File: config.mk
export PLATFORM = sky130hd
export DESIGN_NAME = debounce_multi
export DESIGN_NICKNAME = d
export VERILOG_FILES = /design/src/rtl/debounce_multi.sv
export SDC_FILE = /design/constraint.sdc
export NUM_CORES = 1
export LEC_CHECK = 0
export ABC_AREA = 0
export BUFFER_PORTS_ARGS = -buffer_cell sky130_fd_sc_hd__buf_2
export CAP_MARGIN = 10
export CORE_MARGIN = 1.5
export CORE_UTILIZATION = 55
export CTS_CLUSTER_SIZE = 20
export DETAILED_ROUTE_END_ITERATION = 16
export PLACE_DENSITY = 0.74
export SYNTH_ARGS = -nofsm -noshare
export SYNTH_HDL_FRONTEND = slang
export SYNTH_SLANG_ARGS = --single-unit
File: constraint.sdc
create_clock -name i_Clk -period 3.47 [get_ports i_Clk]
set_input_delay 0.347 -clock i_Clk [delete_from_list [all_inputs] [get_ports i_Clk]]
set_output_delay 0.347 -clock i_Clk [all_outputs]
set_load 0.01 [all_outputs]
File: src/rtl/debounce_multi.sv
// Multi-channel switch debouncer: two-flop synchroniser, stable-count qualification,
// registered press/release pulses and a once-per-press long-hold pulse on every channel.
module debounce_multi #(
    parameter int NUM_CH         = 4,
    parameter int DEBOUNCE_LIMIT = 250000,
    parameter int HOLD_LIMIT     = 25000000
) (
    input  logic              i_Clk,
    input  logic              i_Reset,
    input  logic [NUM_CH-1:0] i_Switch,
    output logic [NUM_CH-1:0] o_Switch,
    output logic [NUM_CH-1:0] o_Rise,
    output logic [NUM_CH-1:0] o_Fall,
    output logic [NUM_CH-1:0] o_Hold
);

    localparam int DB_W = $clog2(DEBOUNCE_LIMIT + 1);
    localparam logic [DB_W-1:0] DB_LAST = DB_W'(DEBOUNCE_LIMIT - 1);

    for (genvar ch = 0; ch < NUM_CH; ch++) begin : g_ch
        logic            sync_meta_r;
        logic            sync_r;
        logic            state_r;
        logic            state_next_s;
        logic [DB_W-1:0] db_cnt_r;
        logic [DB_W-1:0] db_cnt_next_s;
        logic            rise_r;
        logic            fall_r;
        logic            hold_r;
        logic            rise_next_s;
        logic            fall_next_s;
        logic            hold_event_s;

        // Two-flop synchroniser for the raw asynchronous switch level
        always_ff @(posedge i_Clk) begin
            if (i_Reset) begin
                sync_meta_r <= 1'b0;
                sync_r      <= 1'b0;
            end else begin
                sync_meta_r <= i_Switch[ch];
                sync_r      <= sync_meta_r;
            end
        end

        // Debounced state, qualification counter and registered event pulses
        always_ff @(posedge i_Clk) begin
            if (i_Reset) begin
                state_r  <= 1'b0;
                db_cnt_r <= '0;
                rise_r   <= 1'b0;
                fall_r   <= 1'b0;
                hold_r   <= 1'b0;
            end else begin
                state_r  <= state_next_s;
                db_cnt_r <= db_cnt_next_s;
                rise_r   <= rise_next_s;
                fall_r   <= fall_next_s;
                hold_r   <= hold_event_s;
            end
        end

        // Any return to the current level throws away all qualification progress
        always_comb begin
            state_next_s  = state_r;
            db_cnt_next_s = '0;
            if (sync_r == state_r) begin
                state_next_s  = state_r;
                db_cnt_next_s = '0;
            end else if (db_cnt_r == DB_LAST) begin
                state_next_s  = sync_r;
                db_cnt_next_s = '0;
            end else begin
                state_next_s  = state_r;
                db_cnt_next_s = db_cnt_r + DB_W'(1);
            end
        end

        // Edge events derived from the accepted level change
        always_comb begin
            rise_next_s = ~state_r & state_next_s;
            fall_next_s = state_r & ~state_next_s;
        end

        if (HOLD_LIMIT > 0) begin : g_hold
            localparam int HOLD_W = $clog2(HOLD_LIMIT + 1);
            localparam logic [HOLD_W-1:0] HOLD_MAX  = HOLD_W'(HOLD_LIMIT);
            localparam logic [HOLD_W-1:0] HOLD_LAST = HOLD_W'(HOLD_LIMIT - 1);

            logic [HOLD_W-1:0] hold_cnt_r;
            logic [HOLD_W-1:0] hold_cnt_next_s;

            // Hold duration counter, saturating so the pulse fires once per press
            always_ff @(posedge i_Clk) begin
                if (i_Reset) begin
                    hold_cnt_r <= '0;
                end else begin
                    hold_cnt_r <= hold_cnt_next_s;
                end
            end

            // A release qualifying on the firing cycle suppresses the hold pulse
            always_comb begin
                hold_cnt_next_s = hold_cnt_r;
                if (state_r == 1'b0) begin
                    hold_cnt_next_s = '0;
                end else if (hold_cnt_r != HOLD_MAX) begin
                    hold_cnt_next_s = hold_cnt_r + HOLD_W'(1);
                end else begin
                    hold_cnt_next_s = hold_cnt_r;
                end
                hold_event_s = state_r & state_next_s & (hold_cnt_r == HOLD_LAST);
            end
        end else begin : g_no_hold
            assign hold_event_s = 1'b0;
        end

        assign o_Switch[ch] = state_r;
        assign o_Rise[ch]   = rise_r;
        assign o_Fall[ch]   = fall_r;
        assign o_Hold[ch]   = hold_r;
    end

endmodule

==> Word-level counts from Yosys, hierarchy flattened <==
Cells that the tools add are included.
{ "op_classes": {"addsub": 8, "eq_ne": 16, "mux": 8, "bitwise_logic": 24, "reduce_logical": 8} }
{ "ops": {"columns": ["operator", "count"], "rows": [
  ["adder 25 x 1 -> 25 bit (second input constant)", 4],
  ["== test 25 bit (second input constant)", 4],
  ["inequality test 25 bit (second input constant)", 4],
  ["adder 18 x 1 -> 18 bit (second input constant)", 4],
  ["== test 18 bit (second input constant)", 4],
  ["bitwise AND 1 bit", 16],
  ["OR reduction 3 bit", 4],
  ["2-to-1 mux 1 bit", 8],
  ["NOT 1 bit", 8],
  ["OR reduction 2 bit", 4],
  ["== test 1 bit", 4]
]} }
{ "word_totals": {"ff_bits": 196, "input_bits": 6, "out_inout_bits": 16, "elab_cells": 96} }

==> Longest topological paths before layout <==
{ "depth": {"word_depth": 5, "depth_mapped": 6, "mapped_depth_nobuf": 6} }

==> Worst setup path after synthesis <==
No wires, ideal clock.
{ "synth_path": {"kind": "register to register", "startpoint": "reg g_ch[0].g_hold.hold_cnt_r[9]", "endpoint": "reg g_ch[0].g_hold.hold_cnt_r[2]", "t_arrival_ns": 1.820, "t_required_ns": 3.341, "setup_slack_ns": 1.521, "stages_incl_launch_ff": 6, "path_buffers": 1, "synth_period_minus_slack_ns": 1.949, "cell_sequence": "dfxtp_1 -> buf_2 -> or4_1 -> or4b_2 -> o21ai_0 -> a21oi_1"} }
{ "synth_between": {"elab_chain_len": 1} }
{ "synth_lines": {"columns": ["item", "line", "text"], "rows": [
  ["from (decl)", "89", "logic [HOLD_W-1:0] hold_cnt_r;"],
  ["from (signal assigned)", "97", "hold_cnt_r <= hold_cnt_next_s;"],
  ["inequality test 25 bit", "106", "end else if (hold_cnt_r != HOLD_MAX) begin"]
]} }
Every way passes these cells.
A chain may end at the register's enable or synchronous reset.

==> Final worst setup path <==
{ "layout_path": {"startpoint": "reg g_ch[0].g_hold.hold_cnt_r[7]", "endpoint": "reg g_ch[0].g_hold.hold_cnt_r[24]"} }
{ "layout_between": {"elab_chain_len": 1, "word_cells_on_any_way": 2, "cone_classes": "add/sub: 1; eq/ne: 1"} }
{ "layout_lines": {"columns": ["item", "line"], "rows": [
  ["adder 25 x 1 -> 25 bit or inequality test 25 bit (tied branches)", "107, 106"]
]} }
Parallel ways exist; a longest one is shown, timed or not.

==> results.ini <==
[worst_setup_path]
r2r-start = g_ch[0].g_hold.hold_cnt_r[7]
slowest_stage = or4_4
path_max_fanout = 14
startpoint_type = register
crit_start = g_ch[0].g_hold.hold_cnt_r[7]
worst_setup_path_end_kind = register
slowest_delay_ps = 710
reg2reg_setup_slack_ps = 1170
cp-endpoint = g_ch[0].g_hold.hold_cnt_r[24]
crit_path_cell_trace = nand4_1 -> or4_4 -> or4_1 -> a21oi_1
path_class = reg -> reg
worstPathArrival_ps = 2670
timing.rr.end = g_ch[0].g_hold.hold_cnt_r[24]
required_ps = 3830
reg2reg_depth = 4

[logic_synthesis]
ys_ff_latch = 196
syn_area_um2 = 9130
synth_cell_types = 50
synth_top_family_by_area = simple AND/OR/NAND/NOR gates
ys_top_cells_by_area = dfxtp_1, xnor2_1, nor2_1
async_flop_share = 0
syn_nets = 1074
yosysTopAreaCellShare = 0.430
yosysSeqAreaShare = 0.430
synth_flop_cell = dfxtp_1
synthAdderAreaFrac = 0.0164
synth_simple_gate_area_frac = 0.315
synth-edff-count = 0
yosysTopAreaCell = dfxtp_1
syn_area_per_cell_um2 = 8.64
synth_xor_xnor_area_share = 0.0931
synth_compound_gate_area_share = 0.0985
synthMuxAreaShare = 0.00329
synth_cells = 1056
ys.warnings.count = 0

[clocking]
cts_hold_buf = 0
cts_made_buffers = 17
clockBufferDepth = 2
cts_max_level = 4
cts-root-buf = clkbuf_16
clock_latency_ps = 440
clk_pin_slew_worst_paths_ps = 70
post_cts.repair.setup_buffers = 0
cts_resized = 0
clock-sinks = 196
cts_tree = done

[global_route]
antenna_found_initial = 0
grt_use_total = 0.200
grt_first_pass_wirelength_mm = 29.6
grt_max_degree = 28
gr-total-overflow = 0
grt_pass1_vias = 6691

[sta]
tns_ps = 0
final.setup_skew_ps = 9.91
period_share = 0.664
maxSlewHeadroom = 0.336
max_freq_mhz = 434
setup_viol = 0
worst_pin_slew_ps = 996
hold_violations = 0
post-route-min-period_ps = 2300
slew_violations = 0
rsz0062_at_grt = false

[drt]
drt-wirelength-per-cell_um = 13.4
drc = 0
first_pass_iters = 4
drt_iter0_drc = 399
drt.antenna.violating_nets = 0
routed-via-count = 7359
wirelength_mm = 17.1
viasPerCell = 5.76

[cells_and_area]
seq_area_um2 = 3920
multi_input_area_um2 = 4800
drive_gt1_frac = 0.0707
fin_util = 0.616
syn2layout_area_growth_pct = 8.28
n_antenna_cell = 0
nFillCells = 1399
fin_nets = 1066

[run_status]
status = completed

[placement]
globalplace.congestion = 0.815
port_buffers = 21
dp_hpwl_mm = 11.5

[floorplan]
die_w_um = 132
coreArea_um2 = 16100
start_util = 0.568
row_count = 46
die_h_um = 132
dieArea_um2 = 17400
io_pins = 22

[flow_run]
maxCapViolations = 0

[pwr]
peakVddDrop_mv = 0.368
power_density_nw_per_um2 = 439
p_leak_nw = 2.82

[worst_hold_path]
hold_path.class = in -> reg

[sequential cells by signal (all words and copies together), names as in the netlist]
register and count:
g_ch.db_cnt_r 72, g_ch.fall_r 4, g_ch.g_hold.hold_cnt_r 100, g_ch.hold_r 4
g_ch.rise_r 4, g_ch.state_r 4, g_ch.sync_meta_r 4, g_ch.sync_r 4
[placed cells by master (no fill, tap or decap), types with 4 or more instances in the layout]
| master | n |
|---|---|
| dfxtp_1 | 196 |
| nor2_1 | 114 |
| nand3_1 | 70 |
| a21oi_1 | 67 |
| xnor2_1 | 59 |
| nand4_1 | 52 |
| nand2_1 | 48 |
| xor2_1 | 38 |
| or4_1 | 37 |
| inv_1 | 35 |
| or3_1 | 34 |
| o31ai_1 | 33 |
| nor4_1 | 29 |
| nor3_1 | 28 |
| o21ai_0 | 28 |
| and3_1 | 21 |
| buf_2 | 21 |
| and4_1 | 20 |
| clkbuf_16 | 17 |
| nand2b_1 | 14 |
| ha_1 | 12 |
| nor2b_1 | 10 |
| nor4b_1 | 7 |
| buf_4 | 5 |
| and2_1 | 4 |
| o21a_1 | 4 |
| inv_6 | 4 |
| clkinv_4 | 4 |
[power breakdown]
part | total, W | switching (W) | internal [W]
Combinational | 0.0000266 | 0.0000164 | 0.0000102
Sequential | 0.00226 | 0.00000429 | 0.00225
Clock | 0.00205 | 0.000884 | 0.00117
[layer usage]
layer	up-vias	GRT usage	wire [um]
met1	3444	0.261	8370
met5	-	0	0
met3	21	0.0446	514
met4	0	0.0623	221
li1	3811	-	-
met2	83	0.332	7960
[worst max-delay path, delay by kind of cell, from the launching register on]
kind	cells	cell delay [ps]
simple gates	3	1660
flops	1	420
compound gates	1	160
[worst min-delay path by stage]
stage / startpoint / end / slack (ps) / cells past startpoint
global placement: g_ch[3].sync_meta_r / g_ch[3].sync_r / 420 / 1
global route: i_Switch[3] / g_ch[3].sync_meta_r / 110 / 2
finish: i_Switch[1] / g_ch[1].sync_meta_r / 120 / 2
CTS: i_Switch[3] / g_ch[3].sync_meta_r / 110 / 2
floorplan: g_ch[0].sync_meta_r / g_ch[0].sync_r / 410 / 1
detailed placement: g_ch[3].sync_meta_r / g_ch[3].sync_r / 430 / 1
[per-stage QoR]
stage	total power (W)	worst slack [ps]	area (um^2)	instances	hold WS, ps
after global routing	0.00448	1010	9880	1277	106
after detailed placement	0.00234	1210	9270	1245	427
after CTS	0.00437	1180	9880	1277	106
final	0.00433	1170	9880	1277	121
after floorplan	0.00233	1520	9130	1056	414
after global placement	0.00234	1270	9270	1245	417
[final cells by class]
cell class | instances | area share
Multi-Input combinational cell | 772 | 0.486
Timing Repair Buffer | 26 | 0.0144
Sequential cell | 196 | 0.397
Tap cell | 216 | 0.0273
Inverter | 35 | 0.0133
Clock inverter | 13 | 0.0175
Clock buffer | 19 | 0.0448
[kinds of logic after synthesis]
kind of cell / count (synthesis)
AO/OA/AOI/OAI: 148
XOR/XNOR: 97
adder cells (fa/ha/maj): 12
buffers and inverters: 88
flip-flops: 196
multiplexers: 3
AND/OR/NAND/NOR: 512
[cell usage after synthesis (20+ instances only)]
master / number
o21ai_0: 28
a21oi_1: 67
xor2_1: 38
or3_1: 34
and4_1: 20
dfxtp_1: 196
nand2_1: 48
inv_1: 35
clkbuf_1: 29
nor3_1: 28
xnor2_1: 59
nand3_1: 70
nand4_1: 52
nor4_1: 29
o31ai_1: 33
and3_1: 21
nor2_1: 114
or4_1: 37
No activity file was read; power rests on OpenSTA's default activity.
